### src/rtl/nem_ohmux_seq.sv
// One-hot relay multiplexer sequencer.
// Drives a bank of NI relays so that at most one path is closed at a time.
// Switching between two inputs opens every relay for T_BRK cycles (break),
// then closes the new one and waits T_MAKE cycles for pull-in (make) before
// flagging the output valid. ZN is the inverted OR of the selected words,
// registered from the registered select drive.
//
// Handshake: a request (REQ_VLD plus REQ_OFF/REQ_SEL) is taken on a rising
// edge where REQ_VLD and REQ_RDY are both 1. REQ_RDY is high only while the
// sequencer is idle (OPEN) or settled (ON). Requests shown while REQ_RDY is
// low are dropped, not queued. REQ_OFF has priority over REQ_SEL. An accepted
// index that does not name an input raises ERR for one cycle and changes
// nothing else.
//
// REQ_SEL is one bit wider than an index needs, so that an out-of-range
// index can actually be presented and reported.
module nem_ohmux_seq #(
  parameter int NI     = 4,
  parameter int W      = 8,
  parameter int T_BRK  = 2,
  parameter int T_MAKE = 3,
  localparam int SW    = $clog2(NI + 1)
) (
  input  logic              CP,
  input  logic              CD,
  input  logic [NI*W-1:0]   I,
  input  logic              REQ_VLD,
  input  logic [SW-1:0]     REQ_SEL,
  input  logic              REQ_OFF,
  output logic              REQ_RDY,
  output logic [NI-1:0]     S,
  output logic [W-1:0]      ZN,
  output logic              VLD,
  output logic              ERR,
  output logic [1:0]        fsm_state
);

  localparam int IW   = (NI > 1) ? $clog2(NI) : 1;
  localparam int TMAX = (T_BRK > T_MAKE) ? T_BRK : T_MAKE;
  localparam int CW   = (TMAX > 0) ? $clog2(TMAX + 1) : 1;

  typedef enum logic [1:0] {
    ST_OPEN  = 2'd0,
    ST_BREAK = 2'd1,
    ST_MAKE  = 2'd2,
    ST_ON    = 2'd3
  } state_t;

  state_t          state, state_nx;
  logic [NI-1:0]   s_nx;
  logic [CW-1:0]   cnt, cnt_nx;
  logic [IW-1:0]   tgt, tgt_nx;
  logic            err_nx;
  logic            accept;
  logic            illegal;
  logic [W-1:0]    sel_word;

  assign REQ_RDY   = (state == ST_OPEN) || (state == ST_ON);
  assign VLD       = (state == ST_ON);
  assign fsm_state = state;
  assign accept    = REQ_VLD && REQ_RDY;
  assign illegal   = (REQ_SEL >= SW'(NI));

  function automatic logic [NI-1:0] onehot(input logic [IW-1:0] idx);
    onehot = NI'(1) << idx;
  endfunction

  // Next-state, next select drive, counter and error pulse.
  always_comb begin
    state_nx = state;
    s_nx     = S;
    cnt_nx   = cnt;
    tgt_nx   = tgt;
    err_nx   = 1'b0;
    case (state)
      ST_OPEN: begin
        if (accept) begin
          if (REQ_OFF) begin
            s_nx = '0;
          end else if (illegal) begin
            err_nx = 1'b1;
          end else begin
            tgt_nx   = IW'(REQ_SEL);
            s_nx     = onehot(IW'(REQ_SEL));
            cnt_nx   = CW'(T_MAKE - 1);
            state_nx = ST_MAKE;
          end
        end
      end
      ST_ON: begin
        if (accept) begin
          if (REQ_OFF) begin
            s_nx     = '0;
            cnt_nx   = '0;
            state_nx = ST_OPEN;
          end else if (illegal) begin
            err_nx = 1'b1;
          end else if (REQ_SEL != SW'(tgt)) begin
            tgt_nx   = IW'(REQ_SEL);
            s_nx     = '0;
            cnt_nx   = CW'(T_BRK - 1);
            state_nx = ST_BREAK;
          end
        end
      end
      ST_BREAK: begin
        if (cnt == '0) begin
          s_nx     = onehot(tgt);
          cnt_nx   = CW'(T_MAKE - 1);
          state_nx = ST_MAKE;
        end else begin
          cnt_nx = cnt - CW'(1);
        end
      end
      ST_MAKE: begin
        if (cnt == '0) begin
          state_nx = ST_ON;
        end else begin
          cnt_nx = cnt - CW'(1);
        end
      end
      default: begin
        s_nx     = '0;
        cnt_nx   = '0;
        state_nx = ST_OPEN;
      end
    endcase
  end

  // State, select drive, counter, latched target and error pulse registers.
  always_ff @(posedge CP or posedge CD) begin
    if (CD) begin
      state <= ST_OPEN;
      S     <= '0;
      cnt   <= '0;
      tgt   <= '0;
      ERR   <= 1'b0;
    end else begin
      state <= state_nx;
      S     <= s_nx;
      cnt   <= cnt_nx;
      tgt   <= tgt_nx;
      ERR   <= err_nx;
    end
  end

  // OR of the words whose relay is currently driven.
  always_comb begin
    sel_word = '0;
    for (int k = 0; k < NI; k++) begin
      if (S[k]) sel_word = sel_word | I[k*W +: W];
    end
  end

  // Inverted selection, one cycle behind the select drive.
  always_ff @(posedge CP or posedge CD) begin
    if (CD) ZN <= '1;
    else    ZN <= ~sel_word;
  end

endmodule

### config.mk
export PLATFORM = sky130hd
export DESIGN_NAME = nem_ohmux_seq
export DESIGN_NICKNAME = d
export VERILOG_FILES = /design/src/rtl/nem_ohmux_seq.sv
export SDC_FILE = /design/constraint.sdc
export NUM_CORES = 1
export LEC_CHECK = 0
export ABC_AREA = 1
export CAP_MARGIN = 20
export CELL_PAD_IN_SITES_DETAIL_PLACEMENT = 1
export CELL_PAD_IN_SITES_GLOBAL_PLACEMENT = 1
export CORE_MARGIN = 5
export CORE_UTILIZATION = 38
export CTS_CLUSTER_DIAMETER = 80
export CTS_CLUSTER_SIZE = 14
export DETAILED_ROUTE_END_ITERATION = 10
export DONT_BUFFER_PORTS = 1
export MAX_ROUTING_LAYER = met4
export PLACE_DENSITY = 0.78
export SLEW_MARGIN = 0
export SYNTH_ARGS = -nofsm -noshare
export SYNTH_HDL_FRONTEND = slang
export SYNTH_SLANG_ARGS = --single-unit
### constraint.sdc
create_clock -name CP -period 1.5 [get_ports CP]
set_clock_uncertainty 0.15 [all_clocks]
set_input_delay 0.45 -clock CP [delete_from_list [all_inputs] [get_ports CP]]
set_output_delay 0.45 -clock CP [all_outputs]
set_load 0.005 [all_outputs]
# Word-level counts from Yosys, hierarchy flattened
# Cells that the tools add are included.
[totals]
regBits = 19
inputBits = 39
output_inout_bits = 17
elab_cells = 80
[classes]
add_sub_neg = 1
n_lt_le_gt_ge = 1
n_eq_ne = 17
shift = 2
muxes = 38
bitwise_logic = 4
n_reduce_logical = 11
[op_table]
columns = ["operator", "count"]
rows = [
  ["2-to-1 mux 2 bit", 18],
  ["2-to-1 mux 4 bit", 8],
  ["2-to-1 mux 8 bit", 4],
  ["OR 8 bit", 3],
  ["!= test 2 bit (second input constant)", 8],
  ["one-hot mux 2 bit (4 select lines)", 2],
  ["AND reduction 8 bit", 2],
  ["AND reduction 7 bit", 2],
  ["one-hot mux 4 bit (3 select lines)", 1],
  ["inverter 8 bit", 1],
  ["<< shifter 1 x 2 -> 4 bit (first input constant)", 2],
  ["!= test 3 bit (second input constant)", 2],
  ["== test 2 bit (second input constant)", 2],
  ["logical NOT 2 bit", 2],
  ["2-to-1 mux 1 bit", 4],
  ["!= test 2 x 1 -> 1 bit (second input constant)", 2],
  ["one-hot mux 2 bit (2 select lines)", 1],
  ["greater-or-equal comparator 3 bit (second input constant)", 1],
  ["!= test 3 x 2 -> 1 bit", 1],
  ["!= test 3 x 2 -> 1 bit (second input constant)", 1],
  ["nonzero test 3 bit", 1],
  ["== test 2 x 1 -> 1 bit (second input constant)", 1],
  ["nonzero test 2 bit", 1],
  ["OR reduction 2 bit", 1],
  ["3 further kinds", 3],
]

# Longest topological paths before layout
[depth]
ltp_word = 8
ltp_mapped = 10

# Least setup slack after synthesis
# OpenSTA, ideal clock, no wires.
[synth_path]
path_kind = "reg-to-reg"
from = "reg state[0], in the netlist fsm_state[0]"
to = "reg S[3]"
setup_ps = 117
t_arrival_ps = 1398
t_required_ps = 1233
path_slack_ps = -165
stages_incl_launch_ff = 11
path_buffers = 0
period_less_slack_ps = 1665
path_cell_list = "dfrtp_1 > inv_1 > ha_1 > inv_2 > nand2_1 > nand2_1 > nand2_2 > nor2_2 > nand2_1 > nand2_1 > nand2_1"
[synth_between]
elab_chain_len = 5
word_cells_on_any_way = 14
cone_classes = "eq/ne (8); mux (1); reduce/logical (5)"
[synth_rtl]
columns = ["element", "line", "text"]
rows = [
  ["from (decl)", "49", "state_t state, state_nx;"],
  ["from (signal assigned)", "139", "state <= state_nx;"],
  ["== test 2 bit or logical NOT 2 bit (tied branches)", "58", "assign REQ_RDY = (state == ST_OPEN) || (state == ST_ON);"],
  ["logical OR 1 bit *", "58", ""],
  ["via REQ_RDY", "30", "output logic REQ_RDY,"],
  ["logical AND 1 bit *", "61", "assign accept = REQ_VLD && REQ_RDY;"],
  ["!= test 2 bit (no source line) or != test 2 x 1 -> 1 bit (tied branches)", "-", ""],
  ["AND reduction 7 bit (no source line) *", "-", ""],
  ["to (signal assigned)", "140", "S <= s_nx;"],
  ["to (decl)", "31", "output logic [NI-1:0] S,"],
]
# Mark *: on every way through the listed nets, which the timed path passes. The rest lies on a longest branch.
# A chain may end at the register's enable or synchronous reset.

# Worst setup path in the final report
[layout_path]
from = "reg state[0], in the netlist fsm_state[0]"
to = "out REQ_RDY"
[layout_between]
elab_chain_len = 2
word_cells_on_any_way = 3
cone_classes = "eq/ne (1); reduce/logical (2)"
[layout_rtl]
columns = ["element", "line"]
rows = [
  ["== test 2 bit or logical NOT 2 bit (tied branches)", "58"],
  ["logical OR 1 bit *", "58"],
  ["to (decl)", "30"],
]
# Mark *: on every way between the ends. The rest lies on a longest branch, timed or not.

==> metrics <==
# DRC=0; Crit. End Element=primary output; Synth Area in Compound Gates=0.0937; switching part of the total power=0.446; area of the mapped netlist=1170 µm²; Area Growth Syn to Fin=31.0%; first-pass GRT wire length=approximately 5800 µm; Hold WS=0.0260 ns; DP HPWL=~2900 µm; Arr. time, crit path=1.23 ns; layout cells sized above 1=0.394; RSZ-0062 raised after global routing=true; status=complete, but fails checks; Clock power frac=0.081; Synth area leader=dfrtp_1; die area=4300 µm²; Slew Limit Fails=0; Layout Utilization=0.513; Pwr Total=3.38 mW; commonest cells after routing, fill and taps aside=59 x nand2_1, 15 x buf_4, 11 x nand3_1; CTS H-tree depth=1; simple-gate share of the synthesized area=0.349; final cell count without fillers=213; Pint=1.87 mW; area of the multi-input gates=between 600 and 700 µm²; cell count after synthesis=roughly 160; most common cell after layout, fill and taps aside=nand2_1; Crit Path Class=flip-flop to primary output; TNS Setup=-3.43 ns; CP Launch Type=flip-flop; Port Buf Inserts=0; count of cell types in the netlist=21; Seq. cell area=493 µm²; Hold Vio Cnt, Final=0; minimum clock period=1.83 ns; aggregate routed wire length=4040 µm; max_cap viols=0; flops & latches, synth=19; failing checks=setup timing; vias in the first global route=approximately 1300; top cells by area, synth=dfrtp_1 23%, nand2_1 21%, dfstp_2 18%, ha_1 6.4%, a221oi_1 6.0%; Final Cell Area=1540 µm²; sequential fraction of the synthesis area=0.413; worst skew pair latency=0.31 ns; Starting Density=0.391; Max clock buf depth=2; clock root buffer=clkbuf_4; total CTS buffers=3; adder-cell area share of the yosys netlist=0.0639; Setup WS pre-CTS=-0.291 ns; syn nets=201; leakage power=0.767 nW; VDD IR max=1.08 mV; drt pass-1 iters=4; initial antenna violation count=0; Placed Cells=202; sequential share of power=0.286; largest net degree at the start of global routing=14; die width=between 60 and 70 µm; Synth top area share=0.234; Synth Area in XOR/XNOR=0; largest family of logic cells by synthesized area=simple AND/OR/NAND/NOR gates; I/O pin count=56; critical-path maximum fanout=4; clk sinks=19; Die H=approximately 66 µm; n_diodes=0; Starting DRT DRC Count=50; Post-DRT Antenna Nets=0; # fillers=approximately 360; Slew HR=0.749; Finish-stage setup viols=14; worst slew pin tran=about 0.38 ns; hold crit path type=primary input to flip-flop; Final Worst Setup Slack=-0.329 ns; net switching power=approximately 1.5 mW; CORE AREA=3000 µm²; Post-DP Area=between 1000 and 1500 µm²; DR WL/cell=19.0 µm; post-synthesis area per instance=7.53 µm²; mux contribution to synthesized area=0; final period utilization=1.22; final net count=roughly 230; Power Density=approximately 2200 nW/µm²; All-Layer GR Usage=0.181; CTS tree=done; Yosys warning total=0; total congestion overflow=0; row cnt=20; f_max=about 550 MHz; Via Count=1196; worst path required time=0.90 ns; Logic pwr share=0.633; Reg clk slew, reported paths=0.12 ns; gp weighted congestion=0.852; Via density=5.62
repair_timing:
item                                    in CTS  in global routing
pin swaps                                    7                 12
gates resized for setup                     14                 19
endpoints found under the hold margin        6                  0
setup buffers                                3                  4
gates cloned                                 1                  0
hold buffers                                 1                  0
endpoints found under the setup margin      14                 17
registers in the layout, summed over array words and instances (netlist names):
| signal | count |
|---|---|
| tgt | 2 |
| fsm_state | 2 |
| ZN | 8 |
| cnt | 2 |
| ERR | 1 |
| S | 4 |
synth_stat cells:
cell type / number
o21ai_0: 2
inv_1: 11
nor2_4: 1
nor3_1: 1
nand2_2: 4
o22ai_1: 4
a221oi_1: 8
nand3_2: 2
or2_1: 1
nand2_1: 65
dfrtp_1: 11
a21oi_1: 1
nand3_1: 12
buf_6: 1
inv_2: 7
dfstp_2: 8
nor2_1: 2
clkbuf_1: 4
nand4_1: 4
ha_1: 6
nor2_2: 1
path summary, 6_finish.rpt:
kind | from | cells past startpoint | slack [ns] | to
min | I[13] | 1 | 0.03 | ZN[5]$_DFF_PP1_
min in group asynchronous | CD | 2 | 0.39 | fsm_state[1]$_DFFE_PP0P_
min reg2reg | cnt[0]$_DFFE_PP0P_ | 2 | 0.36 | cnt[0]$_DFFE_PP0P_
max in group asynchronous | CD | 3 | 0.33 | ZN[3]$_DFF_PP1_
max | fsm_state[0]$_DFFE_PP0P_ | 4 | -0.33 | REQ_RDY
max reg2reg | fsm_state[1]$_DFFE_PP0P_ | 11 | -0.29 | cnt[1]$_DFFE_PP0P_
logic make-up after synthesis:
family / Yosys count
flops: 19
buf+inv: 23
compound gates: 15
simple gates: 93
fa+ha+maj: 6
power groups by stage:
stage                     combinational [mW]  sequential [mW]  clock [mW]
final                                   2.14            0.965       0.275
after floorplan                         1.05            0.869           0
after global placement                  1.50            0.934           0
after CTS                               1.85            0.957       0.273
after global routing                    2.34            0.996       0.308
after detailed placement                1.61            0.949           0
layer usage:
layer,GRT usage,share of wire,vias to the layer above
met3,0.0444,0.063,6
met1,0.168,0.36,593
met2,0.350,0.56,38
met5,-,0,-
met4,0.0751,0.014,0
li1,-,-,559
worst max-delay path: stages (launching register included):
cell,delay [ns]
dfrtp_2,0.44
inv_2,0.07
ha_4,0.27
inv_4,0.03
buf_6,0.10
cell type report:
type / count / share of cell area
Inverter: 18 / 0.0455
Clock buffer: 4 / 0.0171
Sequential cell: 19 / 0.320
Timing Repair Buffer: 24 / 0.144
Tap cell: 33 / 0.0268
Multi-Input combinational cell: 115 / 0.446
Power figures use the tool's default switching activity.
